<file path="config.mk">
export PLATFORM = sky130hd
export DESIGN_NAME = render_cmd_sequencer
export DESIGN_NICKNAME = d
export VERILOG_FILES = /design/src/rtl/render_seq_pkg.sv /design/src/rtl/render_cmd_fifo.sv /design/src/rtl/render_cmd_sequencer.sv
export SDC_FILE = /design/constraint.sdc
export NUM_CORES = 1
export LEC_CHECK = 0
export CAP_MARGIN = 20
export CORE_MARGIN = 2
export CORE_UTILIZATION = 54
export DETAILED_ROUTE_END_ITERATION = 8
export GPL_ROUTABILITY_DRIVEN = 1
export GPL_TIMING_DRIVEN = 0
export PLACE_DENSITY = 0.73
export SETUP_SLACK_MARGIN = 0.15
export SYNTH_ARGS = -nofsm -noshare
export SYNTH_HDL_FRONTEND = slang
export SYNTH_SLANG_ARGS = --single-unit
</file>
<file path="constraint.sdc">
create_clock -name clk -period 2.8 [get_ports clk]
set_input_delay 0.42 -clock clk [delete_from_list [all_inputs] [get_ports clk]]
set_output_delay 0.42 -clock clk [all_outputs]
set_load 0.1 [all_outputs]
</file>
<file path="src/rtl/render_seq_pkg.sv">
// Shared constants for the render command sequencer: FSM encoding, render
// register map, command word layout and STATUS register layout.
package render_seq_pkg;

  localparam logic [2:0] ST_IDLE      = 3'd0;
  localparam logic [2:0] ST_W_CODE    = 3'd1;
  localparam logic [2:0] ST_W_X       = 3'd2;
  localparam logic [2:0] ST_W_Y       = 3'd3;
  localparam logic [2:0] ST_W_START   = 3'd4;
  localparam logic [2:0] ST_SETTLE    = 3'd5;
  localparam logic [2:0] ST_WAIT_DONE = 3'd6;

  localparam logic [3:0] RA_X     = 4'd1;
  localparam logic [3:0] RA_Y     = 4'd2;
  localparam logic [3:0] RA_CODE  = 4'd4;
  localparam logic [3:0] RA_START = 4'd6;

  localparam int CMD_W        = 26;
  localparam int CMD_X_LSB    = 0;
  localparam int CMD_Y_LSB    = 9;
  localparam int CMD_CODE_LSB = 17;
  localparam int CMD_NOXY_BIT = 25;

  // Field order mirrors the bit positions above, MSB first.
  typedef struct packed {
    logic       no_xy;
    logic [7:0] code;
    logic [7:0] y;
    logic [8:0] x;
  } cmd_t;

  localparam int STS_COUNT_LSB = 0;
  localparam int STS_EMPTY_BIT = 8;
  localparam int STS_FULL_BIT  = 9;
  localparam int STS_OVF_BIT   = 10;
  localparam int STS_BUSY_BIT  = 11;
  localparam int STS_DONE_LSB  = 16;

  localparam int CTRL_CLR_OVF_BIT = 0;
  localparam int CTRL_FLUSH_BIT   = 1;

endpackage

</file>
<file path="src/rtl/render_cmd_fifo.sv">
// Synchronous command FIFO with flush; the head entry is read straight out of
// the storage array so a pop can load it in the same cycle.
module render_cmd_fifo #(
  parameter int DEPTH = 16,
  parameter int WIDTH = 26
) (
  input  logic                       clk,
  input  logic                       rst_n,
  input  logic                       push_i,
  input  logic                       pop_i,
  input  logic                       flush_i,
  input  logic [WIDTH-1:0]           wdata_i,
  output logic [WIDTH-1:0]           head_o,
  output logic [$clog2(DEPTH):0]     count_o,
  output logic                       full_o,
  output logic                       empty_o,
  output logic                       push_ok_o
);

  localparam int AW = $clog2(DEPTH);

  logic [WIDTH-1:0] mem_q [DEPTH];
  logic [AW-1:0]    wr_ptr_q, rd_ptr_q;
  logic [AW:0]      count_q;
  logic             push_ok, pop_ok;

  assign full_o    = (count_q == (AW+1)'(DEPTH));
  assign empty_o   = (count_q == '0);
  assign pop_ok    = pop_i && !empty_o;
  // A pop frees the slot the push would overwrite, so full is no obstacle then.
  assign push_ok   = push_i && (!full_o || pop_ok);
  assign push_ok_o = push_ok;
  assign head_o    = mem_q[rd_ptr_q];
  assign count_o   = count_q;

  // NOTE: storage has no reset; validity is tracked solely by the pointers and count.
  always_ff @(posedge clk) begin
    if (push_ok) mem_q[wr_ptr_q] <= wdata_i;
  end

  // NOTE: sequential state uses non-blocking assignments so every register
  // samples pre-edge values regardless of block ordering.
  always_ff @(posedge clk or negedge rst_n) begin
    if (!rst_n) begin
      wr_ptr_q <= '0;
      rd_ptr_q <= '0;
      count_q  <= '0;
    end else if (flush_i) begin
      wr_ptr_q <= '0;
      rd_ptr_q <= '0;
      count_q  <= '0;
    end else begin
      if (push_ok) wr_ptr_q <= wr_ptr_q + 1'b1;
      if (pop_ok)  rd_ptr_q <= rd_ptr_q + 1'b1;
      if (push_ok && !pop_ok)      count_q <= count_q + 1'b1;
      else if (pop_ok && !push_ok) count_q <= count_q - 1'b1;
    end
  end

endmodule

</file>
<file path="src/rtl/render_cmd_sequencer.sv">
// Drains queued draw commands into the render slave as CODE, X, Y, START
// register writes, then waits for the plot to finish before the next command.
module render_cmd_sequencer
  import render_seq_pkg::*;
#(
  parameter int DEPTH  = 16,
  parameter int SETTLE = 2
) (
  input  logic        clk,
  input  logic        rst_n,
  input  logic        host_address,
  input  logic        host_write,
  input  logic [31:0] host_writedata,
  input  logic        host_read,
  output logic [31:0] host_readdata,
  output logic [3:0]  master_address,
  output logic        master_write,
  output logic [31:0] master_writedata,
  input  logic        master_waitrequest
);

  localparam int CW = $clog2(DEPTH) + 1;
  localparam int SW = (SETTLE > 1) ? $clog2(SETTLE) : 1;

  logic [2:0]       state_q, state_d;
  logic [SW-1:0]    settle_q, settle_d;
  cmd_t             cmd_q;
  logic [15:0]      done_q;
  logic             ovf_q;

  logic             push, ctrl_wr, flush, pop, push_ok, wr_accept;
  logic [CMD_W-1:0] fifo_head;
  logic [CW-1:0]    fifo_count;
  logic             fifo_full, fifo_empty;
  logic [31:0]      status;
  logic             unused_wdata;

  assign push      = host_write && !host_address;
  assign ctrl_wr   = host_write && host_address;
  assign flush     = ctrl_wr && host_writedata[CTRL_FLUSH_BIT];
  assign pop       = (state_q == ST_IDLE) && !fifo_empty;
  assign wr_accept = master_write && !master_waitrequest;
  assign unused_wdata = ^host_writedata[31:CMD_W];

  render_cmd_fifo #(
    .DEPTH (DEPTH),
    .WIDTH (CMD_W)
  ) u_fifo (
    .clk       (clk),
    .rst_n     (rst_n),
    .push_i    (push),
    .pop_i     (pop),
    .flush_i   (flush),
    .wdata_i   (host_writedata[CMD_W-1:0]),
    .head_o    (fifo_head),
    .count_o   (fifo_count),
    .full_o    (fifo_full),
    .empty_o   (fifo_empty),
    .push_ok_o (push_ok)
  );

  // NOTE: every always_comb output gets a default first so no path infers a latch.
  always_comb begin
    state_d  = state_q;
    settle_d = settle_q;
    case (state_q)
      ST_IDLE:    if (!fifo_empty) state_d = ST_W_CODE;
      ST_W_CODE:  if (wr_accept) state_d = cmd_q.no_xy ? ST_W_START : ST_W_X;
      ST_W_X:     if (wr_accept) state_d = ST_W_Y;
      ST_W_Y:     if (wr_accept) state_d = ST_W_START;
      ST_W_START: if (wr_accept) begin
        state_d  = (SETTLE == 0) ? ST_WAIT_DONE : ST_SETTLE;
        settle_d = '0;
      end
      ST_SETTLE: begin
        if (settle_q == SW'(SETTLE - 1)) state_d = ST_WAIT_DONE;
        else settle_d = settle_q + 1'b1;
      end
      // Render holds waitrequest while plotting, so its level doubles as busy.
      ST_WAIT_DONE: if (!master_waitrequest) state_d = ST_IDLE;
      default:      state_d = ST_IDLE;
    endcase
  end

  always_ff @(posedge clk or negedge rst_n) begin
    if (!rst_n) begin
      state_q  <= ST_IDLE;
      settle_q <= '0;
      cmd_q    <= '0;
      done_q   <= '0;
      ovf_q    <= 1'b0;
    end else begin
      state_q  <= state_d;
      settle_q <= settle_d;
      if (pop) cmd_q <= fifo_head;
      if (state_q == ST_W_START && wr_accept) done_q <= done_q + 1'b1;
      if (ctrl_wr && host_writedata[CTRL_CLR_OVF_BIT]) ovf_q <= 1'b0;
      else if (push && !push_ok)                      ovf_q <= 1'b1;
    end
  end

  // Outputs decode from registered state only, so reset drops the write at once.
  always_comb begin
    master_write     = 1'b0;
    master_address   = '0;
    master_writedata = '0;
    case (state_q)
      ST_W_CODE: begin
        master_write     = 1'b1;
        master_address   = RA_CODE;
        master_writedata = 32'(cmd_q.code);
      end
      ST_W_X: begin
        master_write     = 1'b1;
        master_address   = RA_X;
        master_writedata = 32'(cmd_q.x);
      end
      ST_W_Y: begin
        master_write     = 1'b1;
        master_address   = RA_Y;
        master_writedata = 32'(cmd_q.y);
      end
      ST_W_START: begin
        master_write   = 1'b1;
        master_address = RA_START;
      end
      default: ;
    endcase
  end

  always_comb begin
    status                              = '0;
    status[STS_COUNT_LSB +: 8]          = 8'(fifo_count);
    status[STS_EMPTY_BIT]               = fifo_empty;
    status[STS_FULL_BIT]                = fifo_full;
    status[STS_OVF_BIT]                 = ovf_q;
    status[STS_BUSY_BIT]                = (state_q != ST_IDLE);
    status[STS_DONE_LSB +: 16]          = done_q;
    host_readdata = '0;
    if (host_read && !host_address) host_readdata = status;
  end

endmodule

</file>
==> summary.md <==
| Metric | Value |
|---|---|
| Clk_lat worst skew | `0.58 ns` |
| TNS Setup | `0 ns` |
| Starting Density | `0.5463` |
| Synth Flop Type | `edfxtp_1` |
| I/O pin cnt | `107` |
| WL/cell | `25.51 um` |
| Clk slew on worst S/H paths | `0.06 ns` |
| Crit-path max FO | `26` |
| Initial antenna violation count | `0` |
| Die H | `193.2 um` |
| Cell Int Power | `14770 uW` |
| Residual DRC count | `0` |
| Max-Cap Viols | `0` |
| RSZ-0062 raised after global routing | `yes` |
| WHS | `0.4642 ns` |
| HP Start | `done_q[15]` |
| DR vias | `9946` |
| Largest net degree at the start of global routing | `61` |
| Combinational share of power | `0.301` |
| Commonest cells after routing, fill and taps aside | `edfxtp_1 (416), mux4_2 (104), mux2i_1 (58), buf_4 (56), dfrtp_1 (56)` |
| Core Util, Final | `0.6442` |
| Final setup viols | `0` |
| Routability cong. | `0.8023` |
| Slowest CP cell | `and2_2` |
| Final nets | `1214` |
| First-pass iteration count of the detailed router | `7` |
| Slew margin rel. | `0.2534` |
| Placement Cell Area | `20890 um2` |
| Root Buffer | `clkbuf_16` |
| Clock Skews | `0.01708 ns` |
| Ratio of cells with drive above 1 in the final layout | `0.3142` |
| Fin crit share | `0.9797` |
| Number of synthesized flops with an enable pin | `416` |
| Commonest non-fill, non-tap cell in the layout | `edfxtp_1` |
| Tmin final | `2.743 ns` |
| Antenna diode count | `0` |
| Clk sink count | `476` |
| Worst EP required | `2.99 ns` |
| Cell Pwr Density | `955.8 nW/um2` |
| WHS Endpoint | `done_q[15]` |
| H-tree depth | `2` |
| Async S/R FF share, synth | `0.1261` |
| P&R area growth vs syn | `17.92%` |
| Max VDD drop | `0.9504 mV` |
| Setup crit end kind | `register` |
| Cells after Synth | `992` |
| Rows | `69` |
| Sequential-to-total area share from yosys stat | `0.7237` |
| Fin. max-slew vios | `0` |
| Final antenna-violating net count | `0` |
| Critical path type | `register to register` |
| Clock Path Buffers | `3` |
| CP startpoint | `state_q[0]` |
| Hold Path Stages | `1` |
| Net Sw Power | `7022 uW` |
| Die area | `37340 um2` |
| Drt initial violations | `888` |
| Clock power frac | `0.300` |
| Seq cells post-synth | `476` |
| Total grt overflow | `0` |
| Seq pwr share | `0.399` |
| Status | `finished clean` |
| Register area | `14000 um2` |
| Fin cells | `1664` |
| Placed insts | `1556` |
| Leakage Power | `0.007830 uW` |
| Vias/cell | `5.977` |
| Post-Syn Area per Cell | `19.49 um2` |
| Slowest stage delay, CP | `0.80 ns` |
| Fin area | `22800 um2` |
| CP Launch Type | `register` |
| Vias in the first global route | `9928` |
| # port buffers | `69` |
| R2r startpoint | `state_q[0]` |
| Num CTS Buffers | `49` |
| Core outline area | `35400 um2` |
| Crit path cell chain | `buf_4, or3_1, a31oi_4, and3_1, and2_2` |
| Reg2reg path depth | `5` |
| Filler cells | `2379` |
| Switching Fraction | `0.3222` |
| Multi-input combinational cell area | `5142 um2` |
| Total track usage | `0.2253` |
| Chip Width | `193.2 um` |
| Synth Warn # | `0` |
| Final Hold Fails | `0` |
| Worst-margin pin slew | `1.120 ns` |
| Syn Std Cell Area | `19340 um2` |
| RR Endpoint | `u_fifo.mem_q[14][1]` |
| Distinct cell type count of the synthesized netlist | `54` |
| Hold Crit Class | `register to register` |
| Worst Path Arrival | `2.93 ns` |
| Flop2flop setup slack | `0.06 ns` |
| First-pass GRT wire length | `62410 um` |
| Final WL | `42450 um` |
| CTS tree | `built` |
| Post-DP HPWL | `24850 um` |
| Fmax | `364.6 MHz` |
## critical path: cells and delay by family (launching register included)
family	cells	cell delay [ns]
buffers and inverters	1	0.18
DFF	1	0.35
AOI/OAI and AO/OA	1	0.32
and+or+nand+nor	3	1.50
## sequential cells by signal, indices dropped and copies added (netlist names)
signal           flops
u_fifo.mem_q       416
cmd_q               26
done_q              16
u_fifo.count_o       5
u_fifo.rd_ptr_q      4
u_fifo.wr_ptr_q      4
state_q              3
ovf_q                1
settle_q             1
## metrics by stage
stage	worst slack, ns	total power, uW
floorplan	-0.1674	13320
global placement	-2.046	14880
detailed placement	-0.6701	14990
CTS	0.05760	21640
global route	-0.06431	22590
finish	0.05692	21800
## area by class of cell
| class | count | area share |
|---|---|---|
| Sequential cell | 476 | 0.6139 |
| Timing Repair Buffer | 91 | 0.04011 |
| Clock inverter | 16 | 0.009273 |
| Tap cell | 461 | 0.02530 |
| Clock buffer | 73 | 0.06179 |
| Multi-Input combinational cell | 457 | 0.2255 |
| Inverter | 11 | 0.001811 |
| Buffer | 79 | 0.02228 |
## power by group through the flow
stage                     sequential [uW]  combinational, uW  clock, uW
after detailed placement             8810               6180          0
after global placement               8800               6090          0
after CTS                            8670               6340       6620
after floorplan                      8650               4670          0
after global routing                 8740               6960       6890
final                                8690               6570       6540
## repair_timing
item	4_1_cts	5_1_grt
hold buffers	1	0
setup endpoints to repair	453	97
resized for setup	212	22
buffers inserted	5	12
pin swaps	5	10
cloned	0	1
hold endpoints to repair	60	0
## logic make-up after synthesis
kind of cell	count (synthesis)	share of synthesized area
buffers and inverters	90	0.02679
adders and majority gates	11	0.007506
and+or+nand+nor	154	0.04180
AOI/OAI and AO/OA	66	0.03274
xor gates and xnor gates	19	0.008606
muxes	175	0.1587
DFF	476	0.7237
other	1	0.0001939
## per-layer routing
metal	track usage	wire length (um)
met2	0.3598	20590
met3	0.04254	2991
met1	0.3165	17640
met5	0	0
met4	0.07803	1229
## synthesized netlist by cell type, types with 9 or more instances
cell type    n  share of area
edfxtp_1   416           0.65
mux4_2     104           0.12
dfrtp_1     60          0.078
mux2i_1     59          0.031
nand2_1     45         0.0087
buf_4       35          0.014
and2_1      31          0.010
nor2_1      30         0.0058
o221ai_2    21          0.016
clkbuf_1    20         0.0039
buf_2       15         0.0039
xnor2_1     12         0.0054
inv_1       11         0.0021
ha_1        10         0.0065
mux2_2       9         0.0052
o21ai_0      9         0.0023
## worst max-delay path by stage
stage	to
2_1_floorplan	u_fifo.mem_q[10][0]
3_3_place_gp	u_fifo.mem_q[11][18]
3_5_place_dp	master_address[1]
4_1_cts	u_fifo.mem_q[15][21]
5_1_grt	u_fifo.mem_q[15][16]
6_report	u_fifo.mem_q[14][1]
No activity file was read; power rests on OpenSTA's default activity.
